$ cat src/rtl/crossbar_transfer_ctrl_pkg.sv
// Shared types and helpers for the crossbar transfer controller.
// Holds the default sizes, the per-input FSM encoding and small utilities.
package crossbar_transfer_ctrl_pkg;

    localparam int N_DEF     = 8;
    localparam int P_DEF     = 4;
    localparam int WIDTH_DEF = 32;
    localparam int FRAME_DEF = 64;

    typedef enum logic {
        ST_IDLE = 1'b0,
        ST_XFER = 1'b1
    } xfer_state_e;

    // Ceiling log2; clog2(1) is 0.
    function automatic int clog2(input int v);
        int r;
        r = 0;
        for (int k = 0; k < 31; k++) begin
            if ((1 << k) < v) r = k + 1;
        end
        return r;
    endfunction

    // True when exactly one bit is set.
    function automatic logic is_onehot(input logic [63:0] v);
        return (v != 64'd0) && ((v & (v - 64'd1)) == 64'd0);
    endfunction

endpackage

$ cat src/rtl/crossbar_transfer_ctrl_xfer_port_fsm.sv
// Per-input transfer FSM: one-cycle VPQ read, then busy for a frame time.
// Latches the granted output and priority for the duration of the frame.
module xfer_port_fsm
    import crossbar_transfer_ctrl_pkg::*;
#(
    parameter int N            = N_DEF,
    parameter int P            = P_DEF,
    parameter int FRAME_CYCLES = FRAME_DEF
) (
    input  logic         clk,
    input  logic         reset,
    input  logic         i_accept,
    input  logic [N-1:0] i_port,
    input  logic [P-1:0] i_pri,
    output logic         o_rd,
    output logic         o_done,
    output logic         o_busy,
    output logic [N-1:0] o_port,
    output logic [P-1:0] o_pri
);

    localparam int CW = (clog2(FRAME_CYCLES) > 0) ? clog2(FRAME_CYCLES) : 1;
    localparam logic [CW-1:0] CNT_LOAD = CW'(FRAME_CYCLES - 1);
    localparam logic [CW-1:0] CNT_ONE  = CW'(1);

    xfer_state_e   r_state;
    logic [CW-1:0] r_cnt;
    logic          r_rd;
    logic          r_done;
    logic          r_busy;
    logic [N-1:0]  r_port;
    logic [P-1:0]  r_pri;

    // IDLE waits for an accepted grant; XFER counts down the frame.
    always_ff @(posedge clk) begin
        if (!reset) begin
            r_state <= ST_IDLE;
            r_cnt   <= '0;
            r_rd    <= 1'b0;
            r_done  <= 1'b0;
            r_busy  <= 1'b0;
            r_port  <= '0;
            r_pri   <= '0;
        end else begin
            case (r_state)
                ST_IDLE: begin
                    r_rd   <= 1'b0;
                    r_done <= 1'b0;
                    if (i_accept) begin
                        r_state <= ST_XFER;
                        r_rd    <= 1'b1;
                        r_cnt   <= CNT_LOAD;
                        r_busy  <= 1'b1;
                        r_port  <= i_port;
                        r_pri   <= i_pri;
                        r_done  <= (FRAME_CYCLES == 1);
                    end
                end
                ST_XFER: begin
                    r_rd <= 1'b0;
                    if (r_cnt == '0) begin
                        r_state <= ST_IDLE;
                        r_done  <= 1'b0;
                        r_busy  <= 1'b0;
                        r_port  <= '0;
                        r_pri   <= '0;
                    end else begin
                        r_cnt  <= r_cnt - CNT_ONE;
                        r_done <= (r_cnt == CNT_ONE);
                    end
                end
                default: r_state <= ST_IDLE;
            endcase
        end
    end

    assign o_rd   = r_rd;
    assign o_done = r_done;
    assign o_busy = r_busy;
    assign o_port = r_port;
    assign o_pri  = r_pri;

endmodule

$ cat src/rtl/crossbar_transfer_ctrl.sv
// Crossbar transfer controller: turns scheduler grants into VPQ reads and busy.
// Optional per-output frame counters are built when XFER_STATS_EN is defined.
module crossbar_transfer_ctrl
    import crossbar_transfer_ctrl_pkg::*;
#(
    parameter int N            = N_DEF,
    parameter int P            = P_DEF,
    parameter int WIDTH        = WIDTH_DEF,
    parameter int FRAME_CYCLES = FRAME_DEF
) (
    input  logic             clk,
    input  logic             reset,
    input  logic [N*N-1:0]   i_acc_grant,
    input  logic [N*P-1:0]   i_acc_pri,
    output logic [N-1:0]     o_rd,
    output logic [N*N-1:0]   o_rd_port,
    output logic [N*P-1:0]   o_rd_pri,
    output logic [N-1:0]     o_in_busy,
    output logic [N-1:0]     o_out_busy,
    output logic [N-1:0]     o_xfer_done,
    output logic             o_err,
    output logic [N*WIDTH-1:0] o_xfer_cnt
);

    logic [N-1:0] w_busy;
    logic [N-1:0] w_done;
    logic [N-1:0] w_rd;
    logic [N-1:0] w_port [N];
    logic [P-1:0] w_pri  [N];
    logic [N-1:0] w_nz;
    logic [N-1:0] w_cand;
    logic [N-1:0] w_accept;
    logic [N-1:0] w_out_busy;
    logic         r_err;

    // Output is busy when any transferring input holds it.
    always_comb begin
        w_out_busy = '0;
        for (int i = 0; i < N; i++) begin
            if (w_busy[i]) w_out_busy = w_out_busy | w_port[i];
        end
    end

    // Legality per input, then lowest-index wins each output.
    always_comb begin
        w_nz     = '0;
        w_cand   = '0;
        w_accept = '0;
        for (int i = 0; i < N; i++) begin
            w_nz[i]   = |i_acc_grant[i*N +: N];
            w_cand[i] = is_onehot(64'(i_acc_grant[i*N +: N]))
                        && !w_busy[i]
                        && ((i_acc_grant[i*N +: N] & w_out_busy) == '0);
        end
        for (int i = 0; i < N; i++) begin
            w_accept[i] = w_cand[i];
            for (int k = 0; k < N; k++) begin
                if (k < i && w_cand[k]
                    && i_acc_grant[k*N +: N] == i_acc_grant[i*N +: N])
                    w_accept[i] = 1'b0;
            end
        end
    end

    // Any nonzero row that was not accepted is a rejected grant.
    always_ff @(posedge clk) begin
        if (!reset) r_err <= 1'b0;
        else        r_err <= |(w_nz & ~w_accept);
    end

    for (genvar gi = 0; gi < N; gi++) begin : g_port
        xfer_port_fsm #(
            .N            (N),
            .P            (P),
            .FRAME_CYCLES (FRAME_CYCLES)
        ) u_fsm (
            .clk      (clk),
            .reset    (reset),
            .i_accept (w_accept[gi]),
            .i_port   (i_acc_grant[gi*N +: N]),
            .i_pri    (i_acc_pri[gi*P +: P]),
            .o_rd     (w_rd[gi]),
            .o_done   (w_done[gi]),
            .o_busy   (w_busy[gi]),
            .o_port   (w_port[gi]),
            .o_pri    (w_pri[gi])
        );
        assign o_rd_port[gi*N +: N] = w_port[gi];
        assign o_rd_pri[gi*P +: P]  = w_pri[gi];
    end

    assign o_rd        = w_rd;
    assign o_in_busy   = w_busy;
    assign o_out_busy  = w_out_busy;
    assign o_xfer_done = w_done;
    assign o_err       = r_err;

`ifdef XFER_STATS_EN
    logic [N-1:0]     w_cnt_inc;
    logic [WIDTH-1:0] r_cnt [N];

    // An output's count steps when the input holding it finishes.
    always_comb begin
        w_cnt_inc = '0;
        for (int i = 0; i < N; i++) begin
            if (w_done[i]) w_cnt_inc = w_cnt_inc | w_port[i];
        end
    end

    // Free-running per-output frame counters, wrapping naturally.
    always_ff @(posedge clk) begin
        for (int j = 0; j < N; j++) begin
            if (!reset)           r_cnt[j] <= '0;
            else if (w_cnt_inc[j]) r_cnt[j] <= r_cnt[j] + 1'b1;
        end
    end

    for (genvar gj = 0; gj < N; gj++) begin : g_cnt
        assign o_xfer_cnt[gj*WIDTH +: WIDTH] = r_cnt[gj];
    end
`else
    assign o_xfer_cnt = '0;
`endif

endmodule

$ cat config.mk
export PLATFORM = sky130hd
export DESIGN_NAME = crossbar_transfer_ctrl
export DESIGN_NICKNAME = d
export VERILOG_FILES = /design/src/rtl/crossbar_transfer_ctrl_pkg.sv /design/src/rtl/crossbar_transfer_ctrl_xfer_port_fsm.sv /design/src/rtl/crossbar_transfer_ctrl.sv
export SDC_FILE = /design/constraint.sdc
export NUM_CORES = 1
export LEC_CHECK = 0
export CAP_MARGIN = 20
export CORE_UTILIZATION = 30
export CTS_CLUSTER_SIZE = 30
export DETAILED_ROUTE_END_ITERATION = 10
export PLACE_DENSITY_LB_ADDON = 0.08
export SYNTH_ARGS = -nofsm -noshare
export SYNTH_HDL_FRONTEND = slang
export SYNTH_HIERARCHICAL = 1
export SYNTH_SLANG_ARGS = --single-unit
$ cat constraint.sdc
create_clock -name clk -period 6.75 [get_ports clk]
set_input_delay 2.025 -clock clk [delete_from_list [all_inputs] [get_ports clk]]
set_output_delay 2.025 -clock clk [all_outputs]
set_load 0.01 [all_outputs]
Word-level counts from Yosys, hierarchy flattened
Index checks and enable logic that the tools add are counted.
{"block": "totals", "mem_count": 0, "romBits": 0, "regBits": 177, "ram_bits": 0, "word_cells": 463, "out_inout_bits": 385, "latch_bits": 0, "inputBits": 98}
{"block": "classes", "n_addsub": 16, "div_mod_pow": 0, "n_mul": 0, "mux": 180, "order_cmp": 0, "n_shift": 0, "n_eq_ne": 60, "n_bitwise": 33, "reduce_logical": 117}
{"operator": "$and 8x64->64", "count": 8}
{"operator": "$logic_not 64->1", "count": 8}
{"operator": "$eq 8x8->1", "count": 28}
{"operator": "$mux 8", "count": 24}
{"operator": "$pmux 8 s2", "count": 8}
{"operator": "$mux 6", "count": 16}
{"operator": "$pmux 6 s2", "count": 8}
{"operator": "$and 8x8->8", "count": 9}
{"operator": "$reduce_or 8->1", "count": 9}
{"operator": "$sub 8x1->9 const B", "count": 8}
{"operator": "$mux 1", "count": 68}
{"operator": "$logic_not 8->1", "count": 8}
{"operator": "$mux 4", "count": 16}
{"operator": "$pmux 1 s2", "count": 32}
{"operator": "$pmux 4 s2", "count": 8}
{"operator": "$reduce_bool 8->1", "count": 8}
{"operator": "$or 8x8->8", "count": 7}
{"operator": "$logic_and 1x1->1", "count": 52}
{"operator": "$eq 6x1->1 const B", "count": 8}
{"operator": "$logic_not 6->1", "count": 8}
{"operator": "$sub 6x1->6 const B", "count": 8}
{"operator": "$ne 2x2->1 const B", "count": 16}
{"operator": "$reduce_and 2->1", "count": 16}
{"operator": "$ne 2x1->1 const B", "count": 8}
{"operator": "3 further kinds", "count": 17}

Depth between registers and ports, before layout
{"block": "logic_depth", "word_depth": 29, "mapped_depth": 15, "depth_no_buf": 11}

Modules after synthesis
Netlist, hierarchy kept.
{"module": "xfer_port_fsm", "instances": 8, "seq_area_each_um2": 440.4, "area_each_um2": 952.2, "cells_per_inst": 110}
{"module": "crossbar_transfer_ctrl", "instances": 1, "seq_area_each_um2": 20.0, "area_each_um2": 6510.0, "cells_per_inst": 884}

Worst setup path after synthesis
OpenSTA, ideal clock, no wires.
{"block": "synth_path", "path_type": "in2reg", "start": "input port i_acc_grant[57]", "end": "register g_port[7].u_fsm.r_port[3]", "required_ns": 6.680, "setup_time_ns": 0.070, "path_slack_ns": 1.578, "t_arrival_ns": 5.101, "cell_stages": 13, "n_path_buf": 2, "cell_sequence": "buf_6 or4_4 or3_4 nor4b_2 a211oi_1 or4_4 a2111oi_4 o2111ai_1 inv_1 nor2b_1 clkbuf_1 nand2_1 a21oi_1"}
{"block": "synth_between", "elab_chain_len": 15, "word_cells_on_any_way": 32, "classes_between": "add/sub: 1; eq/ne: 8; mux: 7; bitwise: 2; reduce/logical: 14"}
{"element": "start, declared", "line": "crossbar_transfer_ctrl.sv:13", "source": "input logic [N*N-1:0] i_acc_grant,"}
{"element": "$sub 8x1->9", "line": "crossbar_transfer_ctrl_pkg.sv:27", "source": "return (v != 64'd0) && ((v & (v - 64'd1)) == 64'd0);"}
{"element": "$and 8x64->64", "line": "crossbar_transfer_ctrl_pkg.sv:27"}
{"element": "$logic_not 64->1", "line": "crossbar_transfer_ctrl_pkg.sv:27"}
{"element": "$logic_and 1x1->1", "line": "crossbar_transfer_ctrl_pkg.sv:27"}
{"element": "$logic_and 1x1->1", "line": "crossbar_transfer_ctrl.sv:52", "source": "&& !w_busy[i]"}
{"element": "$logic_and 1x1->1", "line": "crossbar_transfer_ctrl.sv:53", "source": "&& ((i_acc_grant[i*N +: N] & w_out_busy) == '0);"}
{"element": "$mux 1 (6 in a row)", "line": "crossbar_transfer_ctrl.sv:58", "source": "if (k < i && w_cand[k]"}
{"element": "$mux 1 (*)", "line": "crossbar_transfer_ctrl.sv:58"}
{"element": "named net w_accept[7]", "line": "crossbar_transfer_ctrl.sv:32", "source": "logic [N-1:0] w_accept;"}
{"element": "$ne 2x1->1 (no line) (*)"}
{"element": "$reduce_and 2->1 (no line) (*)"}
{"element": "end signal, assigned", "line": "crossbar_transfer_ctrl_xfer_port_fsm.sv:54", "source": "r_port <= i_port;"}
{"element": "end, declared", "line": "crossbar_transfer_ctrl_xfer_port_fsm.sv:31", "source": "logic [N-1:0] r_port;"}
Mark *: on every way through the listed nets, which the timed path passes. The rest lies on a longest branch.
A chain may end at the register's enable or synchronous reset.

Final worst setup path
{"block": "layout_path", "start": "input port i_acc_grant[57]", "end": "register g_port[7].u_fsm.r_port[7]"}
The elaborated chain is that of the path after synthesis.

==> results.toml <==
[worst_setup_path]
cp.depth = 13
critPathMaxFanout = 17
path_buf_inv = 3
crit_path_max_incr_delay_ns = 0.57
startpoint = "i_acc_grant[57]"
cpMostUsedCell = "or4_4"
cpLargestDelayFamily = "simple AND/OR/NAND/NOR gates"
worstPathArrival_ns = 5.95
critPathKind = "primary input to flip-flop"
r2r-start = "g_port[6].u_fsm/o_busy"
cp_cell_sequence = "clkdlybuf4s50_1 > buf_4 > or4_4 > or3_4 > nor4b_2 > a211oi_1 > or4_4 > a2111oi_4 > o2111ai_1 > inv_1 > nand2b_1 > o211ai_1 > a21oi_1"
crit_path_end_kind = "flip-flop"
r2r_cells = 11
crit_path_start_kind = "primary input"
cpMaxStageDelayCell = "or4_4"
cp.required_ns = 7.10

[floorplanning]
die-height_um = 219
ios = 483
die_w_um = 219
num_rows = 79
die_area_um2 = 48000
start_util_pct = 30.4
core_area_um2 = 46500

[synth]
seq_area_frac_synth_pct = 25.1
ys_ff_latch = 177
synthesis.instances = 1764
synth_cell_types = 84
synth_edf_count = 0
ys_async_sr_fraction_pct = 0
avgSynthCellArea_um2 = 8.01
synthFlopType = "dfxtp_1"
synth_area_um2 = 14100
synth_warnings = 6

[pwr]
peakVddDrop_mv = 0.148
cellPowerDensity_nw_per_um2 = 165
leakagePower_nw = 6.12

[clock_network]
cts_setup_buffers = 0
cts_tree = "yes"
post_cts_resized = 0
cts_sinks = 177
clk_latency_ns = 0.50
h-tree-depth = 4
cts_buffer_depth = 2
path_clk_slew_ns = 0.07
cts-buffers-inserted = 17
cts_root_buf = "clkbuf_16"
holdBufCountCts = 0

[finish]
multi_input_area_um2 = 8760
nets = 2056
final_common_cell = "conb_1"
ff_latch_area_um2 = 3540
utilization_pct = 36.0
fill_cells = 4902
final_cell_mix = "256 x conb_1, 225 x clkdlybuf4s50_1, 177 x dfxtp_1"
drive_gt1_share_pct = 8.22
synthToLayoutAreaGrowth_pct = 18.3

[placement]
dp_slack_ns = 0.635
dp_hpwl_um = 38200
place.port_buffers = 226
gp_congestion = 1.00

[sta]
clock_skew_ns = 0.0222
finalCriticalPeriod_ns = 5.60
setup_viol = 0
tightest_slew_ns = 0.944
fmax_mhz = 178
slew_headroom_pct = 36.6
min_period_over_period_pct = 83.0
fin_ws_ns = 1.15
rsz0062_at_grt = "false"
hold_viol_final = 0
maxSlewViolCount = 0
setup_tns_ns = 0

[global_route]
grt_max_degree = 21
grt.overflow.total = 0
grtUsageTotal_pct = 21.9
grt_pass1_vias = 12100
antenna_found_initial = 3
grt_pass1_wl_um = 78000

[detailed_routing]
routed-via-count = 13000
ant_nets = 0
initialDrtViolationCount = 920
dr.pass1.iters = 5
wl_um = 53600
avgRoutedWirePerCell_um = 21.0
via_per_inst = 5.09
route.detailed.drc = 0

[status]
status = "finished clean"

[job]
drv_cap = 0

[hold_path]
hold_path.class = "flip-flop to flip-flop"
hp-start = "g_port[1].u_fsm/o_pri[0]"
hold_depth = 2
-- final timing paths --
check,end,slack [ns]
setup / recovery,g_port[7].u_fsm/o_port[7],1.15
hold / removal,g_port[1].u_fsm/o_pri[0],0.49
setup reg to reg,g_port[3].u_fsm/r_cnt[5],1.98
hold reg to reg,g_port[1].u_fsm/o_pri[0],0.49
-- sequential cells by signal, summed over array words and instances (netlist names) --
name and count:
g_port.u_fsm/o_port 64, o_err 1, g_port.u_fsm/r_state 8, g_port.u_fsm/r_cnt 48
g_port.u_fsm/o_busy 8, g_port.u_fsm/o_rd 8, g_port.u_fsm/o_pri 32, g_port.u_fsm/o_done 8
-- where the power goes --
group / internal, mW / switching [mW] / leakage [nW]
clock network: 0.617 / 0.466 / 0.290
registers: 1.06 / 0.0239 / 1.43
logic: 0.218 / 0.365 / 4.40
-- cell type report --
cell class	count	share of cell area (%)
Antenna cell	2	0.0300
Timing Repair Buffer	305	17.1
Inverter	47	1.06
Clock buffer	22	2.90
Tap cell	607	4.55
Sequential cell	177	21.2
Multi-Input combinational cell	1386	52.4
Clock inverter	9	0.779
-- tightest hold or removal path, stage by stage, from the launching register on --
cell and delay (ns):
dfxtp_1 0.31, o211ai_1 0.07, a21oi_1 0.06
-- through the flow --
stage | power, mW | hold WS [ns] | cells | area (um^2)
2_1_floorplan | 1.58 | 0.507 | 2019 | 15100
3_3_place_gp | 1.68 | 0.471 | 2519 | 16100
3_5_place_dp | 1.69 | 0.483 | 2520 | 16100
4_1_cts | 2.78 | 0.495 | 2551 | 16700
5_1_grt | 2.88 | 0.508 | 2555 | 16700
6_report | 2.75 | 0.488 | 2555 | 16700
-- layer usage --
layer | up-vias | track usage, % | part of all wire [%]
li1 | 6071 | - | -
met1 | 6366 | 28.2 | 43
met2 | 508 | 35.1 | 47
met3 | 64 | 5.36 | 7.4
met4 | 2 | 8.52 | 2.4
met5 | - | 0 | 0.022
-- Yosys cell counts, types with 9 or more instances --
cell type,count,area (um^2)
a22oi_1,27,203
o211a_1,17,170
nand2b_1,9,56.3
xnor2_1,128,1120
clkbuf_1,110,413
o21ai_0,36,180
xor2_1,96,841
nor4_1,48,300
nand4_1,39,244
dfxtp_1,177,3540
or4_1,27,203
nor2_1,55,206
a21oi_1,147,736
buf_1,10,37.5
or3_1,16,100
nor3b_1,10,75.1
nand3_1,11,55.1
o211ai_1,97,728
ha_1,24,300
nor3_1,25,125
buf_4,267,2000
nand2_1,128,480
a211oi_1,14,105
o22ai_1,18,113
clkbuf_2,9,45.0
a211o_1,10,87.6
inv_1,47,176
o21a_1,10,75.1
-- cells by family (layout without fill, tap and decap cells) --
group	Yosys count	in the layout	share of synthesized area [%]
xor+xnor	224	224	13.9
buf+inv	456	383	19.7
simple gates	440	440	17.8
compound gates	437	437	21.0
other cells	1	258	0.0265
flops	177	177	25.1
fa+ha+maj	29	29	2.48
Power figures use the tool's default switching activity.
